`config.mk`:
```
export PLATFORM = sky130hd
export DESIGN_NAME = boot_copy_dma_flat
export DESIGN_NICKNAME = d
export VERILOG_FILES = /design/src/rtl/boot_copy_dma_pkg.sv /design/src/rtl/boot_copy_dma_if.sv /design/src/rtl/boot_copy_dma.sv /design/src/flat_wrapper.sv
export SDC_FILE = /design/constraint.sdc
export NUM_CORES = 1
export LEC_CHECK = 0
export ABC_AREA = 1
export CORE_MARGIN = 2
export CORE_UTILIZATION = 46
export DETAILED_ROUTE_END_ITERATION = 8
export GPL_ROUTABILITY_DRIVEN = 0
export PLACE_DENSITY_LB_ADDON = 0.3
export RECOVER_POWER = 100
export SLEW_MARGIN = 20
export SYNTH_ARGS = -nofsm -noshare
export SYNTH_HDL_FRONTEND = slang
export SYNTH_SLANG_ARGS = --single-unit
```
`constraint.sdc`:
```
create_clock -name clk_i -period 2.65 [get_ports clk_i]
set_input_delay 0.53 -clock clk_i [delete_from_list [all_inputs] [get_ports clk_i]]
set_output_delay 0.53 -clock clk_i [all_outputs]
set_load 0.02 [all_outputs]
```
`src/rtl/boot_copy_dma_pkg.sv`:
```
// boot_copy_dma_pkg: shared states, base addresses and address helpers for the boot copy engine
package boot_copy_dma_pkg;

    typedef enum logic [2:0] {
        IDLE,
        WAIT_FLASH,
        RD_REQ,
        RD_WAIT,
        WR_REQ,
        WR_WAIT,
        DONE
    } boot_dma_state_e;

    localparam logic [31:0] FLASH_BASE = 32'h2000_0000;
    localparam logic [31:0] SRAM_BASE  = 32'h8000_0000;
    localparam logic [3:0]  BE_ALL     = 4'hF;

    // A zero-word build still needs a one-bit counter so the port is never zero width
    function automatic int cnt_width(input int n);
        return (n < 1) ? 1 : $clog2(n + 1);
    endfunction

    function automatic logic [31:0] word_addr(input logic [31:0] base, input logic [31:0] idx);
        return base + (idx << 2);
    endfunction

endpackage

```
`src/rtl/boot_copy_dma_if.sv`:
```
// boot_copy_dma_if: single-outstanding OBI requester/responder bundle
interface boot_copy_dma_if;

    logic        req_o;
    logic        gnt_i;
    logic [31:0] addr_o;
    logic        we_o;
    logic [3:0]  be_o;
    logic [31:0] wdata_o;
    logic        rvalid_i;
    logic [31:0] rdata_i;

    modport master (
        output req_o, addr_o, we_o, be_o, wdata_o,
        input  gnt_i, rvalid_i, rdata_i
    );

    modport slave (
        input  req_o, addr_o, we_o, be_o, wdata_o,
        output gnt_i, rvalid_i, rdata_i
    );

endinterface

```
`src/rtl/boot_copy_dma.sv`:
```
// boot_copy_dma: copies COPY_WORDS flash words into SRAM over OBI, holding the core in reset until done
module boot_copy_dma
    import boot_copy_dma_pkg::*;
#(
    parameter logic [31:0] SRC_BASE   = FLASH_BASE,
    parameter logic [31:0] DST_BASE   = SRAM_BASE,
    parameter int          COPY_WORDS = 512,
    parameter int          CNT_W      = cnt_width(COPY_WORDS)
) (
    input  logic             clk_i,
    input  logic             rst_ni,
    input  logic             copy_en_i,
    input  logic             flash_ready_i,
    boot_copy_dma_if.master  obi,
    output logic             busy_o,
    output logic             done_o,
    output logic             core_rst_no,
    output logic [CNT_W-1:0] words_o
);

    boot_dma_state_e  state;
    logic [CNT_W-1:0] idx_next;

    assign idx_next    = words_o + CNT_W'(1);
    assign obi.be_o    = BE_ALL;
    assign busy_o      = !(state inside {IDLE, DONE});
    assign done_o      = state == DONE;
    assign core_rst_no = done_o;

    // Copy sequencer: request fields are loaded on entry to a request state and held until the grant
    always_ff @(posedge clk_i) begin
        if (!rst_ni) begin
            state       <= IDLE;
            obi.req_o   <= 1'b0;
            obi.we_o    <= 1'b0;
            obi.addr_o  <= '0;
            obi.wdata_o <= '0;
            words_o     <= '0;
        end else begin
            case (state)
                IDLE: state <= (copy_en_i && COPY_WORDS > 0) ? WAIT_FLASH : DONE;
                WAIT_FLASH: if (flash_ready_i) begin
                    state      <= RD_REQ;
                    obi.req_o  <= 1'b1;
                    obi.we_o   <= 1'b0;
                    obi.addr_o <= word_addr(SRC_BASE, 32'(words_o));
                end
                RD_REQ: if (obi.gnt_i) begin
                    state     <= RD_WAIT;
                    obi.req_o <= 1'b0;
                end
                RD_WAIT: if (obi.rvalid_i) begin
                    state       <= WR_REQ;
                    obi.req_o   <= 1'b1;
                    obi.we_o    <= 1'b1;
                    obi.addr_o  <= word_addr(DST_BASE, 32'(words_o));
                    obi.wdata_o <= obi.rdata_i;
                end
                WR_REQ: if (obi.gnt_i) begin
                    state     <= WR_WAIT;
                    obi.req_o <= 1'b0;
                end
                WR_WAIT: if (obi.rvalid_i) begin
                    words_o <= idx_next;
                    if (idx_next == CNT_W'(COPY_WORDS)) begin
                        state    <= DONE;
                        obi.we_o <= 1'b0;
                    end else begin
                        state      <= RD_REQ;
                        obi.req_o  <= 1'b1;
                        obi.we_o   <= 1'b0;
                        obi.addr_o <= word_addr(SRC_BASE, 32'(idx_next));
                    end
                end
                default: state <= DONE;
            endcase
        end
    end

endmodule

```
`src/flat_wrapper.sv`:
```
// flat-port wrapper written by rule: the top's interface ports become plain ports
module boot_copy_dma_flat import boot_copy_dma_pkg::*;
#(
    parameter logic [31:0] SRC_BASE   = FLASH_BASE,
    parameter logic [31:0] DST_BASE   = SRAM_BASE,
    parameter int          COPY_WORDS = 512,
    parameter int          CNT_W      = cnt_width(COPY_WORDS)
)
  (clk_i, rst_ni, copy_en_i, flash_ready_i, busy_o, done_o, core_rst_no, words_o, obi_req_o, obi_addr_o, obi_we_o, obi_be_o, obi_wdata_o, obi_gnt_i, obi_rvalid_i, obi_rdata_i);
  boot_copy_dma_if obi_i ();
  input  logic clk_i;
  input  logic rst_ni;
  input  logic copy_en_i;
  input  logic flash_ready_i;
  output logic busy_o;
  output logic done_o;
  output logic core_rst_no;
  output logic [CNT_W-1:0] words_o;
  output wire logic [$bits(obi_i.req_o)-1:0] obi_req_o;
  output wire logic [$bits(obi_i.addr_o)-1:0] obi_addr_o;
  output wire logic [$bits(obi_i.we_o)-1:0] obi_we_o;
  output wire logic [$bits(obi_i.be_o)-1:0] obi_be_o;
  output wire logic [$bits(obi_i.wdata_o)-1:0] obi_wdata_o;
  input wire logic [$bits(obi_i.gnt_i)-1:0] obi_gnt_i;
  input wire logic [$bits(obi_i.rvalid_i)-1:0] obi_rvalid_i;
  input wire logic [$bits(obi_i.rdata_i)-1:0] obi_rdata_i;
  assign obi_req_o = obi_i.req_o;
  assign obi_addr_o = obi_i.addr_o;
  assign obi_we_o = obi_i.we_o;
  assign obi_be_o = obi_i.be_o;
  assign obi_wdata_o = obi_i.wdata_o;
  assign obi_i.gnt_i = obi_gnt_i;
  assign obi_i.rvalid_i = obi_rvalid_i;
  assign obi_i.rdata_i = obi_rdata_i;
  boot_copy_dma #(.SRC_BASE(SRC_BASE), .DST_BASE(DST_BASE), .COPY_WORDS(COPY_WORDS), .CNT_W(CNT_W)) u_core (.clk_i(clk_i), .rst_ni(rst_ni), .copy_en_i(copy_en_i), .flash_ready_i(flash_ready_i), .obi(obi_i), .busy_o(busy_o), .done_o(done_o), .core_rst_no(core_rst_no), .words_o(words_o));
endmodule
```
==> out/metrics.csv, run 1 <==
stage;metric;value;unit
critical_path;crit_cells;4;
cts;cts-buffers-inserted;9;
power;peakVddDrop;0.000495;V
power;share_comb_of_total_power;35.5;%
layout;final_util;66.1;%
power;p_total;2.93;mW
flow_run;drv_cap;0;
synthesis;syn_area;0.00284;sq mm
detailed_routing;drt_drc_violations_left;0;
critical_path;worstReg2RegEnd;u_core.obi.addr_o[29]$_SDFFE_PN0P_;
layout;antennaDiodeCount;0;
floorplan;row_count;28;
sta;setup_viol;0;
global_routing;grt_pass1_vias;2556;
placed_design;post-place-ws;654;ps
critical_path;crit_fanout;8;
placed_design;portBuffers;96;
global_routing;grt_pass1_wl;11400;um
power;p_sw;1.07;mW
critical_path;reg2reg_slack;420;ps
outcome;outcome;complete, no violations;
detailed_routing;vias;2837;
floorplan;die_w;82.6;um
detailed_routing;highest_layer;met4;
sta;fin_ws;290;ps
critical_path;cp_top_family;buffers and inverters;
critical_path;cpMaxStageDelayCell;dlygate4sd3_1;
critical_path;r2r-start;u_core.state[2]$_SDFFE_PN0P_;
layout;synthToLayoutAreaGrowth;38.3;%
detailed_routing;avgRoutedWirePerCell;12.3;um
cts;cts_hold_buf;0;
layout;drive_gt1_share;7.57;%
floorplan;core_area;0.00596;sq mm
cts;clockRootBuffer;clkbuf_8;
cts;cts-resized-gates;0;
critical_path;crit_buf_inv;1;
layout;nNetsFinal;537;
floorplan;ios;121;
critical_path;crit_path_frequent_cell;nor2_1;
synthesis;synth_cell_types;30;
global_routing;overflow;0;
cts;htreeDepth;3;
synthesis;ys_seq_area_share;41.5;%
synthesis;synth.yosys.warnings;0;
detailed_routing;drt_first_pass_iters;4;
detailed_routing;via_per_inst;4.92;
critical_path;critical_path_class;flop to primary output;
cts;clk_pin_slew;60;ps
synthesis;synth-seq-cells;59;
layout;multi_input_area;0.00132;sq mm
synthesis;async_flop_share;0;%
cts;cts_tree;built;
power;leakage;1.78;nW
detailed_routing;antenna_left;0;
worst_hold_path;whs_endpoint;u_core.obi.wdata_o[25]$_SDFFE_PN0P_;
synthesis;avgSynthCellArea;7.00;sq um
detailed_routing;met3_length;534;um
sta;setup_tns;0;ps
critical_path;end_kind;primary output;
sta;tightest_slew;633;ps
synthesis;synth_cells;406;
layout;final_common_cell;nand2_1;
sta;fmax;0.424;GHz
sta;slew_headroom;57.7;%
sta;min_period;2360;ps
synthesis;synth-edff-count;0;
layout;fillerInstances;519;
layout;register_area;0.00118;sq mm
sta;grt_setup_unrepaired;false;
floorplan;initial_core_util;47.8;%
detailed_routing;m1WireLength;3150;um
cts;clock_latency;320;ps
synthesis;synthTopCellsByArea;dfxtp_1 42%, nand2_1 12%, a21oi_1 7.4%;
global_routing;grt_max_degree;33;
detailed_routing;drt-initial-drc-count;91;
power;switching_share;36.7;%
critical_path;critPathMaxStageDelay;640;ps
power;pwr-share-seq;38.1;%
cts;cts_buffer_depth;2;
synthesis;yosys.area.top_type;dfxtp_1;
worst_hold_path;min-delay-start;u_core.obi.wdata_o[25]$_SDFFE_PN0P_;
global_routing;antenna_found_initial;0;
sta;fin_worst_skew;4.23;ps
power;power_density;744;mW/mm^2
critical_path;cp_cell_sequence;nand2_1, nor2_1, nor2_1, dlygate4sd3_1;
synthesis;netlist.area_leader.share;41.5;%
sta;period_share;89.0;%
layout;final_cell_mix;90 x nand2_1, 59 x dlygate4sd3_1, 59 x dfxtp_1;
cts;post_cts_buffers;0;
critical_path;ff2ff_path_depth;9;
power;power.internal;1.85;mW
sta;hold_violations;0;
cts;clkSinkCount;59;
floorplan;die_height;82.6;um
detailed_routing;dr_wl_met2;3330;um
floorplan;die_area;0.00683;sq mm
global_routing;gr-usage-all-layers;21.7;%
power;clockPowerShare;26.4;%
placed_design;hpwl;5250;um
critical_path;critPathLaunchType;flop;
synthesis;synth-main-ff-cell;dfxtp_1;
worst_hold_path;worstHoldPathType;flop to flop;
critical_path;crit_arrival;1830;ps
worst_hold_path;whs_path_depth;2;
critical_path;crit_required;2120;ps
detailed_routing;wl;7120;um
sta;finalMaxSlewViolations;0;
==> layer usage <==
| layer | vias up | track usage [%] |
|---|---|---|
| met4 | 0 | 7.05 |
| met5 | - | 0 |
| li1 | 1435 | - |
| met1 | 1281 | 27.9 |
| met3 | 11 | 7.39 |
| met2 | 110 | 34.3 |
==> power by group through the flow <==
stage               Combinational (mW)  Clock (mW)  Sequential, mW
finish                            1.04       0.773            1.11
global route                      1.16       0.839            1.14
CTS                               1.10       0.787            1.12
detailed placement                1.10           0            1.14
global placement                  1.08           0            1.14
floorplan                        0.604           0            1.25
==> logic make-up (layout without fill, tap and decap cells) <==
| logic type | count (synthesis) | in the layout | synth area share [%] |
|---|---|---|---|
| xor+xnor | 1 | 1 | 0.308 |
| simple gates | 185 | 185 | 28.7 |
| buf+inv | 85 | 159 | 14.9 |
| compound gates | 72 | 72 | 13.5 |
| fa+ha+maj | 2 | 2 | 0.880 |
| flops | 59 | 59 | 41.5 |
| other cells | 2 | 24 | 0.264 |
==> cell usage after synthesis (2+ instances only) <==
master	n
clkbuf_1	16
buf_4	25
nand3_2	3
inv_1	32
o21ai_1	2
o211ai_1	4
dfxtp_1	59
buf_2	2
nand3_1	41
conb_1	2
nand2_2	3
nand2_1	89
a211oi_1	3
nand3b_1	2
ha_1	2
nor2_2	4
nor2_1	37
nor3_1	2
o21ai_0	19
inv_2	8
a21oi_1	42
==> worst max path at each step <==
stage          slack, ps                                 end                           start
2_1_floorplan        760  u_core.obi.addr_o[31]$_SDFFE_PN0P_  u_core.words_o[0]$_SDFFE_PN0P_
3_3_place_gp         710      u_core.words_o[8]$_SDFFE_PN0P_                    obi_rvalid_i
3_5_place_dp         650                         core_rst_no    u_core.state[2]$_SDFFE_PN0P_
4_1_cts              290                         core_rst_no    u_core.state[2]$_SDFFE_PN0P_
5_1_grt              120  u_core.obi.addr_o[29]$_SDFFE_PN0P_    u_core.state[1]$_SDFFE_PN0P_
6_report             290                              busy_o    u_core.state[2]$_SDFFE_PN0P_
==> state kept, by name (all words and copies together), names as in the netlist <==
| signal | cells |
|---|---|
| u_core.words_o | 10 |
| u_core.obi.we_o | 1 |
| u_core.obi.wdata_o | 32 |
| u_core.state | 3 |
| u_core.obi.addr_o | 12 |
| u_core.obi.req_o | 1 |
==> final cells by class <==
| class | instances | share of cell area, % |
|---|---|---|
| tap | 75 | 2.39 |
| inverter | 40 | 3.82 |
| timing repair buffer | 103 | 25.6 |
| sequential | 59 | 30.0 |
| clock buffer | 11 | 3.34 |
| multi-input combinational | 284 | 33.5 |
| clock inverter | 5 | 1.37 |
==> worst min-delay path, stage by stage (launching register included) <==
cell	delay, ps
dfxtp_1	310
nand2_1	60
a21oi_1	50
==> through the flow <==
stage,area (sq um),hold WS [ps],instances
floorplan,2930,520,428
global placement,3770,447,561
detailed placement,3770,453,561
CTS,3950,461,577
global route,3930,471,577
finish,3930,454,577
(Power assumes the default switching activity.)
==> run 2, diff against run 1 <==
--- a/config.mk
+++ b/config.mk
@@ -16,3 +16,4 @@
 export SYNTH_ARGS = -nofsm -noshare
 export SYNTH_HDL_FRONTEND = slang
 export SYNTH_SLANG_ARGS = --single-unit
+export TNS_END_PERCENT = 10
==> results of run 2 <==
The final DEF is identical to that of run 1; final timing and power are the same.
==> run 3, diff against run 2 <==
--- a/config.mk
+++ b/config.mk
@@ -6,6 +6,7 @@
 export NUM_CORES = 1
 export LEC_CHECK = 0
 export ABC_AREA = 1
+export CAP_MARGIN = 5
 export CORE_MARGIN = 2
 export CORE_UTILIZATION = 46
 export DETAILED_ROUTE_END_ITERATION = 8
==> results of run 3 <==
The final DEF is identical to that of run 1; final timing and power are the same.
